$ cat config.mk
export PLATFORM = sky130hd
export DESIGN_NAME = alu_req_arbiter
export DESIGN_NICKNAME = d
export VERILOG_FILES = /design/src/rtl/alu_req_arbiter.sv
export SDC_FILE = /design/constraint.sdc
export NUM_CORES = 1
export LEC_CHECK = 0
export ABC_AREA = 0
export ABC_CLOCK_PERIOD_IN_PS = 4400
export CAP_MARGIN = 20
export CORE_AREA = 2 2 170 172
export CTS_BUF_LIST = sky130_fd_sc_hd__clkbuf_8
export CTS_CLUSTER_DIAMETER = 50
export DETAILED_ROUTE_END_ITERATION = 7
export DIE_AREA = 0 0 172 174
export GPL_TIMING_DRIVEN = 1
export MAX_ROUTING_LAYER = met4
export SETUP_SLACK_MARGIN = 0.15
export SLEW_MARGIN = 30
export SYNTH_ARGS = -nofsm -noshare
export SYNTH_HDL_FRONTEND = slang
export SYNTH_SLANG_ARGS = --single-unit
export TNS_END_PERCENT = 30
$ cat constraint.sdc
create_clock -name clk -period 4.4 [get_ports clk]
set_input_delay 0.44 -clock clk [delete_from_list [all_inputs] [get_ports clk]]
set_output_delay 0.44 -clock clk [all_outputs]
set_load 0.01 [all_outputs]
$ cat src/rtl/alu_req_arbiter.sv
// alu_req_arbiter: round-robin sharing of one combinational ALU among NREQ
// requesters, with registered ALU operands and a valid/ready response channel.
//
// state | meaning
// ------+----------------------------------------------------------------
// IDLE  | waiting for a request; grants one requester combinationally
// EXEC  | registered operands drive the ALU; result captured on the edge
// RESP  | response presented; held until the consumer accepts it
module alu_req_arbiter #(
    parameter  int WIDTH = 32,
    parameter  int NREQ  = 4,
    localparam int IDW   = $clog2(NREQ)
) (
    input  logic                  clk,
    input  logic                  rst,
    input  logic [NREQ-1:0]       req_valid,
    output logic [NREQ-1:0]       req_ready,
    input  logic [NREQ*WIDTH-1:0] req_a,
    input  logic [NREQ*WIDTH-1:0] req_b,
    input  logic [NREQ*5-1:0]     req_sel,
    output logic [WIDTH-1:0]      alu_a,
    output logic [WIDTH-1:0]      alu_b,
    output logic [4:0]            alu_sel,
    input  logic [WIDTH-1:0]      alu_f,
    output logic                  rsp_valid,
    input  logic                  rsp_ready,
    output logic [WIDTH-1:0]      rsp_data,
    output logic [IDW-1:0]        rsp_id,
    output logic [15:0]           ops_done
);

    typedef enum logic [1:0] {
        ST_IDLE = 2'd0,
        ST_EXEC = 2'd1,
        ST_RESP = 2'd2
    } state_t;

    state_t           state_q, state_d;
    logic [IDW-1:0]   ptr_q, ptr_d;
    logic [WIDTH-1:0] alu_a_q, alu_a_d;
    logic [WIDTH-1:0] alu_b_q, alu_b_d;
    logic [4:0]       alu_sel_q, alu_sel_d;
    logic [WIDTH-1:0] rsp_data_q, rsp_data_d;
    logic [IDW-1:0]   rsp_id_q, rsp_id_d;
    logic [15:0]      ops_done_q, ops_done_d;

    logic             grant_found;
    logic [IDW-1:0]   grant_idx;
    logic [IDW-1:0]   ptr_next;
    logic [NREQ-1:0]  req_ready_c;
    logic             rsp_valid_c;

    // Round-robin search: scan offsets from the top down so the smallest
    // offset from ptr (the highest-priority requester) is the last writer.
    always_comb begin
        int             idx;
        logic [IDW-1:0] idx_v;
        grant_found = 1'b0;
        grant_idx   = '0;
        for (int i = NREQ - 1; i >= 0; i--) begin
            idx = int'(ptr_q) + i;
            if (idx >= NREQ) idx = idx - NREQ;
            idx_v = IDW'(idx);
            if (req_valid[idx_v]) begin
                grant_found = 1'b1;
                grant_idx   = idx_v;
            end
        end
    end

    // Pointer moves one past the requester just served, modulo NREQ.
    always_comb begin
        ptr_next = '0;
        if (rsp_id_q != IDW'(NREQ - 1)) ptr_next = rsp_id_q + IDW'(1);
    end

    // Next-state and datapath-register updates.
    always_comb begin
        state_d     = state_q;
        ptr_d       = ptr_q;
        alu_a_d     = alu_a_q;
        alu_b_d     = alu_b_q;
        alu_sel_d   = alu_sel_q;
        rsp_data_d  = rsp_data_q;
        rsp_id_d    = rsp_id_q;
        ops_done_d  = ops_done_q;
        req_ready_c = '0;
        rsp_valid_c = 1'b0;
        case (state_q)
            ST_IDLE: begin
                if (grant_found) begin
                    req_ready_c[grant_idx] = 1'b1;
                    alu_a_d   = req_a[grant_idx*WIDTH +: WIDTH];
                    alu_b_d   = req_b[grant_idx*WIDTH +: WIDTH];
                    alu_sel_d = req_sel[grant_idx*5 +: 5];
                    rsp_id_d  = grant_idx;
                    state_d   = ST_EXEC;
                end
            end
            ST_EXEC: begin
                rsp_data_d = alu_f;
                state_d    = ST_RESP;
            end
            ST_RESP: begin
                rsp_valid_c = 1'b1;
                if (rsp_ready) begin
                    ops_done_d = ops_done_q + 16'd1;
                    ptr_d      = ptr_next;
                    state_d    = ST_IDLE;
                end
            end
            default: state_d = ST_IDLE;
        endcase
    end

    // State and datapath registers; reset abandons any in-flight op.
    always_ff @(posedge clk or posedge rst) begin
        if (rst) begin
            state_q    <= ST_IDLE;
            ptr_q      <= '0;
            alu_a_q    <= '0;
            alu_b_q    <= '0;
            alu_sel_q  <= '0;
            rsp_data_q <= '0;
            rsp_id_q   <= '0;
            ops_done_q <= '0;
        end else begin
            state_q    <= state_d;
            ptr_q      <= ptr_d;
            alu_a_q    <= alu_a_d;
            alu_b_q    <= alu_b_d;
            alu_sel_q  <= alu_sel_d;
            rsp_data_q <= rsp_data_d;
            rsp_id_q   <= rsp_id_d;
            ops_done_q <= ops_done_d;
        end
    end

    // Handshake outputs are forced low while reset is held, even with
    // requests pending.
    assign req_ready = rst ? '0 : req_ready_c;
    assign rsp_valid = rsp_valid_c & ~rst;
    assign alu_a     = alu_a_q;
    assign alu_b     = alu_b_q;
    assign alu_sel   = alu_sel_q;
    assign rsp_data  = rsp_data_q;
    assign rsp_id    = rsp_id_q;
    assign ops_done  = ops_done_q;

endmodule

==> results_dict.tcl <==
set metrics [dict create \
    outcome "complete, no violations" \
    synth_top_area_cell "dfrtp_1" \
    drc 0 \
    slew-limit-headroom_pct 39.88 \
    yosysUniqueCellTypes 33 \
    endpoint_kind "output port" \
    clkLatencyLatePin_ps 430 \
    clock_skew_ps 22.64 \
    overflow 0 \
    core-area_um2 28240 \
    hold_viol 0 \
    diodes 0 \
    dieHeight_um 174 \
    place_congestion 0.7371 \
    cts_sinks 123 \
    syn_area_um2 6429 \
    synth_area_per_cell_um2 11.54 \
    tns_ps 0 \
    fmax_ghz 0.3038 \
    antenna_left 0 \
    rows 62 \
    cts_setup_buffers 0 \
    syn_nets 874 \
    yosysTopAreaCellShare_pct 47.88 \
    drive_gt1_share_pct 8.048 \
    area_growth_syn_to_layout_pct 79.76 \
    fin_crit_sh_pct 74.81 \
    cts-resized-gates 0 \
    antenna_found_initial 0 \
    rsz0062_at_grt "no" \
    slew_violations 0 \
    register_area_um2 3078 \
    via_per_inst 4.486 \
    worst-slew-pin-transition_ps 901.8 \
    cts_made_buffers 17 \
    grt_pass1_wl_um 36670 \
    track_usage_pct 16.57 \
    hpwl_um 18690 \
    wire_per_inst_um 18.10 \
    die_x_um 172 \
    finalCriticalPeriod_ps 3292 \
    path_clk_slew_ps 100 \
    grt_max_degree 92 \
    hold_buffers 0 \
    final_area_um2 11560 \
    whs_ps 479.2 \
    syn_inst 557 \
    power_density_nw_per_um2 566.5 \
    arrival_ps 2850 \
    synth_area_leaders "dfrtp_1 48%, mux2i_1 21%, o221ai_1 9.3%" \
    initial_core_util_pct 22.77 \
    start_kind "primary input" \
    hold_path.class "reg -> reg" \
    fillers 2751 \
    totalWireLength_um 24940 \
    drt_iter0_markers 258 \
    cts_buffer_depth 2 \
    path_max_fanout 27 \
    crit_required_ps 3960 \
    ys_warn_count 0 \
    die_area_um2 29930 \
    place_area_um2 11160 \
    maxCapViolations 0 \
    drt-pass1-iter-count 4 \
    port-buffer-count 438 \
    vias 6182 \
    root_buffer "clkbuf_8" \
    yosysSeqAreaShare_pct 47.88 \
    synth_seq_cells 123 \
    ir_worst_vdd_mv 0.3488 \
    place_inst 1346 \
    io-pin-count 439 \
    first_global_vias 6425 \
    final_cells 1378 \
    setup_viol 0 \
    htreeDepth 4 \
    cts_tree "done" \
    multiInputGateArea_um2 3098 \
    fin_nets 1298 \
    leakage_uw 0.004975 \
    path_class "in -> out" \
]
[power breakdown]
part / switching, µW / internal [µW]
clock: 565 / 486
sequential: 312 / 1650
combinational: 1620 / 1910
[through the flow]
| step | utilization, % | power, µW | setup WS, ps |
|---|---|---|---|
| floorplan | - | 3806 | 689.1 |
| global placement | 39.51 | 5529 | 1126 |
| detailed placement | 39.51 | 5574 | 1121 |
| CTS | 40.92 | 6659 | 1112 |
| global route | 40.93 | 7009 | 997.5 |
| finish | 40.93 | 6547 | 1108 |
[cell type report]
cell class	count	share of cell area [%]
flip-flops and latches	123	26.63
repair buffers	448	38.80
clock inverters	14	1.288
multi-input cells	388	26.81
clock buffers	18	2.144
inverters	3	0.1624
well taps	384	4.158
[logic make-up (layout without fill, tap and decap cells)]
logic type	after synthesis	in the layout	synth area share, %
AND/OR/NAND/NOR	122	122	8.214
AO/OA/AOI/OAI	79	79	10.32
adder cells (fa/ha/maj)	2	2	0.3892
multiplexers	170	170	27.09
buffers and inverters	46	483	4.068
flip-flops	123	123	47.88
XOR/XNOR	15	15	2.044
[path summary, 6_finish.rpt]
kind	from	to	slack [ps]	depth (start not counted)
max in group asynchronous	rst	alu_b[29]	2950	3
hold reg to reg	ops_done[15]	ops_done[15]	480	1
min in group asynchronous	rst	ops_done[10]	680	2
setup reg to reg	ptr_q[1]	alu_b[8]	1960	6
setup / recovery	req_valid[0]	req_ready[2]	1110	7
hold / removal	ops_done[15]	ops_done[15]	480	1
[critical path: stages]
cell             delay [ps]
clkdlybuf4s50_1         550
nor4_1                  120
or3_2                   440
or2_2                   320
buf_4                   240
nor3_1                  160
clkdlybuf4s50_1         560
[flip-flops by register name, summed over array words and instances (netlist names)]
register,count
ptr_q,2
alu_b,32
state_q,2
rsp_data,32
alu_sel,5
ops_done,16
alu_a,32
rsp_id,2
[synthesized netlist by cell type (all sizes together)]
library cell,count
or3,3
mux2i,138
clkbuf,27
o31ai,1
a211o,1
o21ai,3
inv,3
xnor2,9
o211ai,1
nand2,85
nor4,1
o22ai,1
nand2b,4
or4b,1
buf,16
nor2b,1
dfrtp,123
nand4,3
o21a,1
xor2,6
or2,1
nor3,5
a21oi,3
o221ai,68
and3b,1
nand3b,1
nor2,8
ha,2
nand3,5
and4,1
and3,2
mux2,32
[cells in the final DEF, fill, tap and decap left out, drive strengths merged, types with 2 or more instances in the layout]
| cell type | count |
|---|---|
| clkdlybuf4s50 | 438 |
| a21oi | 3 |
| xor2 | 6 |
| or3 | 3 |
| mux2 | 32 |
| nor2 | 8 |
| clkinvlp | 2 |
| dfrtp | 123 |
| o221ai | 68 |
| buf | 10 |
| nand2 | 85 |
| clkinv | 3 |
| xnor2 | 9 |
| mux2i | 138 |
| clkbuf | 18 |
| o21ai | 3 |
| nand3 | 5 |
| nand4 | 3 |
| ha | 2 |
| inv | 11 |
| and3 | 2 |
| nor3 | 5 |
| nand2b | 4 |
[per-layer routing]
| layer | GRT usage (%) | part of all wire (%) |
|---|---|---|
| met5 | - | 0 |
| met4 | 3.396 | 1.1 |
| met3 | 5.032 | 9.3 |
| met2 | 28.70 | 50 |
| met1 | 18.84 | 39 |
No activity file was read; power rests on OpenSTA's default activity.
